`src/rtl/icache_fetch_port_pkg.sv`:
```
// Shared constants and FSM state type for the instruction-cache fetch port.
package icache_fetch_port_pkg;
  localparam int unsigned IC_DAT_W     = 32;
  localparam int unsigned IC_RAM_ADR_W = 17;
  localparam int unsigned ICACHE_IDX_W = 6;

  typedef enum logic {
    ICS_IDLE = 1'b0,
    ICS_MISS = 1'b1
  } ics_state_e;
endpackage

```
`src/rtl/icache_fetch_port_store.sv`:
```
// Direct-mapped line storage: one synchronous write port, one combinational read port.
module icache_store
  import icache_fetch_port_pkg::*;
#(
  parameter int unsigned IDX_W = ICACHE_IDX_W,
  parameter int unsigned TAG_W = IC_RAM_ADR_W - ICACHE_IDX_W - 2,
  parameter int unsigned DAT_W = IC_DAT_W
) (
  input  logic             clk,
  input  logic             rst,
  input  logic             we_i,
  input  logic [IDX_W-1:0] widx_i,
  input  logic [TAG_W-1:0] wtag_i,
  input  logic [DAT_W-1:0] wdata_i,
  input  logic [IDX_W-1:0] ridx_i,
  input  logic [TAG_W-1:0] rtag_i,
  output logic             hit_o,
  output logic [DAT_W-1:0] rdata_o
);
  localparam int unsigned LINES = 1 << IDX_W;

  logic [LINES-1:0] valid_q, valid_d;
  logic [TAG_W-1:0] tag_q  [LINES];
  logic [DAT_W-1:0] data_q [LINES];

  always_comb begin
    valid_d = valid_q;
    if (we_i) valid_d[widx_i] = 1'b1;
  end

  always_ff @(posedge clk) begin
    if (rst) valid_q <= '0;
    else     valid_q <= valid_d;
  end

  // Tag/data need no reset: a line is only consulted once its valid bit is set.
  always_ff @(posedge clk) begin
    if (we_i) begin
      tag_q[widx_i]  <= wtag_i;
      data_q[widx_i] <= wdata_i;
    end
  end

  assign hit_o   = valid_q[ridx_i] && (tag_q[ridx_i] == rtag_i);
  assign rdata_o = data_q[ridx_i];
endmodule

```
`src/rtl/icache_fetch_port.sv`:
```
// Instruction-cache fetch port: serves hits in one cycle, fills misses over the IC protocol.
module icache_fetch_port
  import icache_fetch_port_pkg::*;
#(
  parameter int unsigned ADR_W = IC_RAM_ADR_W,
  parameter int unsigned DAT_W = IC_DAT_W,
  parameter int unsigned IDX_W = ICACHE_IDX_W
) (
  input  logic             clk,
  input  logic             rst,
  input  logic             en,
  input  logic             if_en_i,
  input  logic [ADR_W-1:0] if_pc_i,
  output logic             if_en_o,
  output logic [DAT_W-1:0] if_ins_o,
  output logic             mc_en_o,
  output logic [ADR_W-1:0] mc_pc_o,
  input  logic             mc_en_i,
  input  logic [DAT_W-1:0] mc_ins_i,
  input  logic             br_flag
);
  localparam int unsigned TAG_W = ADR_W - IDX_W - 2;

  ics_state_e       state_q, state_d;
  logic             if_en_q, if_en_d;
  logic [DAT_W-1:0] if_ins_q, if_ins_d;
  logic             mc_en_q, mc_en_d;
  logic [ADR_W-1:0] mc_pc_q, mc_pc_d;

  logic             hit;
  logic [DAT_W-1:0] rdata;
  logic             fill;
  logic             unused_pc_lsb;

  assign unused_pc_lsb = ^if_pc_i[1:0];

  // A fill still lands when br_flag aborts the request in the same cycle.
  assign fill = !rst && en && (state_q == ICS_MISS) && mc_en_i;

  icache_store #(
    .IDX_W (IDX_W),
    .TAG_W (TAG_W),
    .DAT_W (DAT_W)
  ) u_store (
    .clk     (clk),
    .rst     (rst),
    .we_i    (fill),
    .widx_i  (mc_pc_q[IDX_W+1:2]),
    .wtag_i  (mc_pc_q[ADR_W-1:IDX_W+2]),
    .wdata_i (mc_ins_i),
    .ridx_i  (if_pc_i[IDX_W+1:2]),
    .rtag_i  (if_pc_i[ADR_W-1:IDX_W+2]),
    .hit_o   (hit),
    .rdata_o (rdata)
  );

  always_comb begin
    state_d  = state_q;
    if_en_d  = 1'b0;
    if_ins_d = if_ins_q;
    mc_en_d  = 1'b0;
    mc_pc_d  = mc_pc_q;
    if (!en) begin
      state_d = state_q;
    end else if (br_flag) begin
      state_d = ICS_IDLE;
    end else begin
      case (state_q)
        ICS_IDLE: begin
          if (if_en_i) begin
            if (hit) begin
              if_en_d  = 1'b1;
              if_ins_d = rdata;
            end else begin
              mc_en_d = 1'b1;
              mc_pc_d = {if_pc_i[ADR_W-1:2], 2'b00};
              state_d = ICS_MISS;
            end
          end
        end
        ICS_MISS: begin
          if (mc_en_i) begin
            if_en_d  = 1'b1;
            if_ins_d = mc_ins_i;
            state_d  = ICS_IDLE;
          end
        end
        default: state_d = ICS_IDLE;
      endcase
    end
  end

  always_ff @(posedge clk) begin
    if (rst) begin
      state_q  <= ICS_IDLE;
      if_en_q  <= 1'b0;
      if_ins_q <= '0;
      mc_en_q  <= 1'b0;
      mc_pc_q  <= '0;
    end else begin
      state_q  <= state_d;
      if_en_q  <= if_en_d;
      if_ins_q <= if_ins_d;
      mc_en_q  <= mc_en_d;
      mc_pc_q  <= mc_pc_d;
    end
  end

  // The fetcher keeps at most one request outstanding.
  a_no_fetch_in_miss: assert property (@(posedge clk) disable iff (rst)
    !(en && !br_flag && (state_q == ICS_MISS) && if_en_i))
    else $error("if_en_i asserted while a miss is outstanding");

  assign if_en_o  = if_en_q;
  assign if_ins_o = if_ins_q;
  assign mc_en_o  = mc_en_q;
  assign mc_pc_o  = mc_pc_q;
endmodule

```
`config.mk`:
```
export PLATFORM = sky130hd
export DESIGN_NAME = icache_fetch_port
export DESIGN_NICKNAME = d
export VERILOG_FILES = /design/src/rtl/icache_fetch_port_pkg.sv /design/src/rtl/icache_fetch_port_store.sv /design/src/rtl/icache_fetch_port.sv
export SDC_FILE = /design/constraint.sdc
export NUM_CORES = 2
export LEC_CHECK = 0
export CAP_MARGIN = 20
export CORE_MARGIN = 2
export CORE_UTILIZATION = 45
export DETAILED_ROUTE_END_ITERATION = 8
export SLEW_MARGIN = 25
export SYNTH_ARGS = -nofsm -noshare
export SYNTH_HDL_FRONTEND = slang
export SYNTH_SLANG_ARGS = --single-unit
```
`constraint.sdc`:
```
create_clock -name clk -period 6.5 [get_ports clk]
set_input_delay 1.3 -clock clk [delete_from_list [all_inputs] [get_ports clk]]
set_output_delay 1.3 -clock clk [all_outputs]
set_load 0.03 [all_outputs]
```
* Yosys cells after proc, flatten, opt, wreduce, memory -nomap -nowiden
Memories as Yosys holds them, arrays and structs flattened.
Index checks and enable logic that the tools add are counted.
** Storage, ports and cells
- Register bits after elaboration :: 114
- Bits in writable memories :: 2624
- Input bits :: 55
- Output and inout port bits :: 51
- Logic and storage cells :: 49
- Memories kept :: 2
** Memories
- u_store.data_q :: words 64, bits a word 32, read ports 1, clocked after memory_dff 0, wr ports 1, RTL line icache_fetch_port_store.sv:24 : logic [DAT_W-1:0] data_q [LINES];
- u_store.tag_q :: words 64, bits a word 9, read ports 1, clocked after memory_dff 0, wr ports 1, RTL line icache_fetch_port_store.sv:23 : logic [TAG_W-1:0] tag_q [LINES];
** Cells by class
- Magnitude comparators :: 3
- Equality and inequality tests :: 4
- Muxes and demuxes :: 19
- Bitwise gates (word level) :: 5
- Reductions and logical operators :: 10
** Operator list (count)
- 32-bit two-way mux :: 3
- 64-bit OR :: 1
- 32-bit case mux with 2 select lines :: 1
- 6-bit by 7-bit < comparator with 1-bit output (second input constant) :: 2
- 1-bit two-way mux :: 11
- 5-bit AND reduction :: 2
- 9-bit == test :: 1
- 1-bit binary-select mux with 6-bit select :: 1
- 1-bit demux with 6-bit select :: 1
- 6-bit by 1-bit greater-or-equal comparator with 1-bit output (second input constant) :: 1
- 2-bit != test (second input constant) :: 3
- 1-bit logical AND :: 5
- 1-bit NOT :: 4
- 1-bit case mux with 2 select lines :: 2
- 4-bit OR reduction :: 1
- 3-bit OR reduction :: 1
- 1-bit logical NOT :: 1

* Longest topological paths before layout
- Depth in word-level cells :: 7
- Gate-level depth with buffers :: 17
- Depth with buffers taken out :: 10

* Modules after synthesis
From an unflattened synthesis, not the netlist that was laid out.
** Unflattened totals
- Cells, all modules :: 4546
- Area, all modules :: 104929.4 um^2
** Modules (own cells, without submodules)
- icache_store :: instances 1, cells an instance 4279, area an instance 102557.1 um^2
- icache_fetch_port :: instances 1, cells an instance 267, area an instance 2372.3 um^2

* Worst setup path before layout
No wires, ideal clock.
- Path kind :: input -> register
- Start point :: input port if_pc_i[3]
- End point :: register if_ins_q[11] (netlist: if_ins_o[11])
- Arrival :: 4.508 ns
- Path slack :: 1.876 ns
- Stages :: 14
- Cell sequence :: buf_4 > buf_4 > buf_2 > buf_4 > buf_6 > buf_2 > buf_2 > buf_1 > mux4_2 > mux4_2 > mux4_2 > mux2i_1 > o21ai_0 > o211a_1
** Between the ends
- Cells in the longest elaborated chain, start to end :: 5
** RTL lines
- start, declared :: RTL line icache_fetch_port.sv:13 : input logic [ADR_W-1:0] if_pc_i,
- memory 64 x 9 bit or 1-bit binary-select mux with 6-bit select (tied branches)
- 9-bit == test or 1-bit two-way mux (tied branches) :: RTL line icache_fetch_port_store.sv:44 : assign hit_o = valid_q[ridx_i] && (tag_q[ridx_i] == rtag_i);
- 1-bit logical AND :: RTL line icache_fetch_port_store.sv:44
- 2-bit != test (no source line)
- 5-bit AND reduction (no source line)
- end signal, assigned :: RTL line icache_fetch_port.sv:103 : if_ins_q <= if_ins_d;
- end, declared :: RTL line icache_fetch_port.sv:26 : logic [DAT_W-1:0] if_ins_q, if_ins_d;
Parallel ways exist; a longest one is shown, timed or not. The select of a mux whose other input is x is not followed.
A chain may end at the register's enable or synchronous reset.

* Worst setup path in the final report
- Start point :: input port if_pc_i[2]
- End point :: register if_ins_q[5] (netlist: if_ins_o[5])
Same word-level chain as after synthesis.

==> results <==
- The worst slew margin relative to its limit is 27.0%.
- The H-tree depth is 5.
- The die is 486 microns tall.
- For this run, the slowest stage of the critical path takes roughly 650 ps.
- The period utilization is between 70% and 80%.
- The total area of multi-input combinational cells is between 0.02 and 0.025 sq mm.
- The die covers around 0.24 sq mm.
- The most used flip-flop cell after synthesis is sky130_fd_sc_hd__edfxtp_1.
- The final count of negative-setup-slack endpoints is 0.
- The cell area that synthesis handed to floorplanning was between 0.1 and 0.15 sq mm.
- The number of standard-cell rows in the floorplan is around 180.
- STA puts the critical path data arrival time at 5630 ps.
- Counting distinct cell types in the post-synthesis netlist gives between 50 and 60.
- The area added between synthesis and finish is 14.2%.
- The largest driver fanout on the critical path is 66.
- The number of antenna violations at the first check in global routing is 18.
- After the last flow step, the layout net total stands at 4910.
- The instance area at placement is approximately 0.11 sq mm.
- The maximum clock insertion buffer count is 4.
- After detailed routing, the number of remaining DRC violations is 0.
- The max-slew violation count was 0.
- The final number of hold-violating endpoints is 0.
- The run finished with clean final reports.
- The path type of the worst min-delay path is reg -> reg.
- On the critical path the largest part of the delay comes from buffers and inverters.
- The average wire length per cell after detail routing is 36.3 microns.
- The number of enable flip-flop cells after synthesis is about 2600.
- Summing all non-filler instances in the final layout gives an area of between 0.1 and 0.15 sq mm.
- The clock tree from TritonCTS is yes.
- Clock-pin slew was measured on the worst setup and hold paths at roughly 60 ps.
- The final RePlAce weighted congestion is about 0.8.
- The via count of the first global-routing pass was approximately 50000.
- The max-cap violation count is 0.
- The worst hold slack across all endpoints is roughly 470 ps.
- After detailed routing, the total wire length is 294000 microns.
- The leakage power figure is approximately 37 nW.
- The number of cells upsized or downsized after cts is 0.
- The average instance in the mapped netlist occupies around 23 sq um.
- The maximum vdd ir drop is about 0.17 mV.
- Setup repair after global routing left no endpoint under its margin.
- The data required time at the worst endpoint is around 7300 ps.
- The count of nets left with antenna violations once routing finished came out at 0.
- The transition time at the pin with the least slew margin is 1090 ps.
- Dividing total power by cell area gives a power density of 304 mW/mm^2.
- The detailed router placed slightly above 50000 vias in this run.
- The worst setup path is launched from a primary input.
- The floorplan step defined a core boundary enclosing between 0.2 and 0.25 sq mm.
- The first global-routing pass estimated just over 400000 microns of wire.
- Walking the worst path, the cells encountered are buf_8 -> mux4_2 -> o21ai_0 -> o21ai_0 -> or4_1 -> xnor2_1 -> nand3_1 -> nor4_4 -> buf_4 -> buf_4 -> o21ai_0 -> o211a_1.
- The root buffer selected by CTS is sky130_fd_sc_hd__clkbuf_16.
- Summing all flip-flop and latch instances after layout gives a little over 0.08 sq mm.
- Setup total negative slack on the finished layout was measured at 0 ps.
- The number of buffers and inverters on the critical path is 3.
- Entering global routing, the biggest net connects ~150 pins.
- Hold repair after CTS inserted 0 buffers.
- Port buffering added slightly above 100 buffers.
- The critical path capture point type is a register.
- Post-CTS timing repair inserted 0 buffers for setup.
- The half-perimeter wire length after placement is between 150000 and 200000 microns.
- The layout cell share with drive strength beyond 1 is 29.1%.
- Counting every sink on the clock net gives approximately 2700.
- Buffers inserted during clock tree synthesis total approximately 300.
- The overall global routing resource usage is about a quarter.
- The share of flip-flops with an asynchronous set or reset is 0%.
- The via count normalized by instance count is 6.28.
- Among all stages on the critical path, the largest delay is contributed by sky130_fd_sc_hd__or4_1.
- The cell count after synthesis came out at approximately 4500.
- The synthesized design contains 2738 register bits.
- For this run, the top clock speed supported by timing is just over 200 MHz.
- Clock latency on the worst-skew pair, taken at its later pin, is ~940 ps.
- The pre-antenna-repair detailed-routing pass consisted of 6 iterations.
- The start-to-end type of the worst setup path is in -> reg.
- The clock skew is 62.5 ps.
- Once layout is complete, the utilization of the core stands at between 50% and 60%.
- The source of the critical timing path is if_pc_i[2].
- The initial core utilization is 45.1%.
- In this design, the critical path's most frequently occurring cell is sky130_fd_sc_hd__o21ai_0.
- Summing internal, switching and leakage power gives 36.4 mW.
- The launch point of the worst reg-to-reg path is state_q.
- 106 I/O pins were placed.
- The minimum clock period after layout is between 4000 and 5000 ps.
- The share of the Yosys chip area taken by registers is between 70% and 80%.
- The number of filler instances in the final layout is around 18000.
- The number of synthesis warnings is 0.
- The remaining global-route overflow is 0.
- The DRC violation total after the first TritonRoute iteration is roughly 7000.
- The worst hold path begins at u_store.valid_q[13].
- The floorplan die width is 486 microns.
## worst reg2reg max path, cell delays in order, from the launching register on
cell,delay (ps)
sky130_fd_sc_hd__dfxtp_4,760
sky130_fd_sc_hd__and4_1,440
sky130_fd_sc_hd__and2_1,230
sky130_fd_sc_hd__nand3_1,720
sky130_fd_sc_hd__nor2_4,1040
sky130_fd_sc_hd__buf_12,430
## routing by layer
layer / routed length [microns] / GRT usage [%] / vias up
met4: 8730 / 7.26 / 0
met5: 0 / 0 / -
met2: 145000 / 40.2 / 2497
met3: 23900 / 3.88 / 501
li1: - / - / 20000
met1: 117000 / 34.9 / 28000
## layout make-up
cell class	count	share of cell area, %
flip-flops and latches	2738	67.8
multi-input cells	1517	19.2
clock buffers	386	6.65
well taps	3043	3.18
repair buffers	295	2.48
clock inverters	125	0.691
inverters	5	0.0199
diodes	6	0.0126
## stage by stage
step | worst slack, ps | std cells
after floorplan | 1880 | 4514
after global placement | 766 | 7596
after detailed placement | 733 | 7596
after CTS | 1660 | 8107
after global routing | 1430 | 8110
final | 1680 | 8115
## logic make-up after synthesis
family	count (synthesis)	share of synthesized area [%]
xor gates and xnor gates	10	0.0836
AOI/OAI and AO/OA	223	1.56
and+or+nand+nor	340	1.44
muxes	942	18.3
buffers and inverters	259	1.17
other	1	0.00358
DFF	2738	77.4
## cells in the mapped netlist, types with 4 or more instances
master                      count  area share, %
sky130_fd_sc_hd__a211oi_1       9          0.064
sky130_fd_sc_hd__a21oi_1       13          0.062
sky130_fd_sc_hd__a221oi_1       8          0.067
sky130_fd_sc_hd__a22oi_1       35           0.25
sky130_fd_sc_hd__a311oi_1       5          0.042
sky130_fd_sc_hd__a31oi_1        6          0.036
sky130_fd_sc_hd__a32oi_1        5          0.042
sky130_fd_sc_hd__and2_1         7          0.042
sky130_fd_sc_hd__buf_1         49           0.18
sky130_fd_sc_hd__buf_2         97           0.46
sky130_fd_sc_hd__buf_4         16           0.11
sky130_fd_sc_hd__buf_6         10           0.11
sky130_fd_sc_hd__clkbuf_1      82           0.29
sky130_fd_sc_hd__clkinv_1       4          0.014
sky130_fd_sc_hd__dfxtp_1      114            2.2
sky130_fd_sc_hd__edfxtp_1    2624             75
sky130_fd_sc_hd__mux2_2         8          0.086
sky130_fd_sc_hd__mux2i_1      154            1.5
sky130_fd_sc_hd__mux4_2       780             17
sky130_fd_sc_hd__nand2_1       90           0.32
sky130_fd_sc_hd__nand2b_1       6          0.036
sky130_fd_sc_hd__nand3_1       23           0.11
sky130_fd_sc_hd__nand3b_1       4          0.029
sky130_fd_sc_hd__nand4_1       10          0.060
sky130_fd_sc_hd__nor2_1       155           0.56
sky130_fd_sc_hd__nor2b_1       20           0.12
sky130_fd_sc_hd__nor3_1         9          0.043
sky130_fd_sc_hd__o2111ai_1      4          0.033
sky130_fd_sc_hd__o211a_1       32           0.31
sky130_fd_sc_hd__o211ai_1       7          0.050
sky130_fd_sc_hd__o21a_1        34           0.24
sky130_fd_sc_hd__o21ai_0       45           0.22
sky130_fd_sc_hd__o22ai_1        5          0.030
sky130_fd_sc_hd__or3_1          4          0.024
sky130_fd_sc_hd__xnor2_1        4          0.033
sky130_fd_sc_hd__xor2_1         6          0.050
## sequential cells by signal (all words and copies together) (netlist names)
register	flops
if_en_o	1
if_ins_o	32
mc_en_o	1
mc_pc_o	15
state_q	1
u_store.data_q	2048
u_store.tag_q	576
u_store.valid_q	64
## placed cells by master, fill, tap and decap left out, types with 35 or more instances in the layout
cell                              Yosys  layout
sky130_fd_sc_hd__nor2_4               0      64
sky130_fd_sc_hd__buf_4               16     168
sky130_fd_sc_hd__o21ai_0             45      45
sky130_fd_sc_hd__mux4_2             780     780
sky130_fd_sc_hd__nand2_1             90      90
sky130_fd_sc_hd__dfxtp_1            114     104
sky130_fd_sc_hd__mux2i_1            154     154
sky130_fd_sc_hd__a22oi_1             35      35
sky130_fd_sc_hd__clkbuf_16            0     303
sky130_fd_sc_hd__clkdlybuf4s50_1      0      63
sky130_fd_sc_hd__clkinv_2             0      39
sky130_fd_sc_hd__nor2_1             155      91
sky130_fd_sc_hd__edfxtp_1          2624    2624
sky130_fd_sc_hd__buf_12               0      46
sky130_fd_sc_hd__clkinv_1             4      64
sky130_fd_sc_hd__clkbuf_1            82      77
## report_power, final
group | total [mW] | internal [mW] | leakage [nW] | switching (mW)
logic | 1.49 | 0.628 | 8.61 | 0.867
clock network | 15.6 | 8.94 | 4.29 | 6.61
registers | 19.3 | 19.3 | 23.9 | 0.0283
## worst paths after layout
| kind | end | slack, ps | cells past startpoint |
|---|---|---|---|
| setup reg to reg | u_store.data_q[63][30] | 2410 | 5 |
| setup / recovery | if_ins_o[5] | 1680 | 12 |
| hold reg to reg | u_store.valid_q[13] | 470 | 1 |
| hold / removal | u_store.valid_q[13] | 470 | 1 |
No activity file was read; power rests on OpenSTA's default activity.
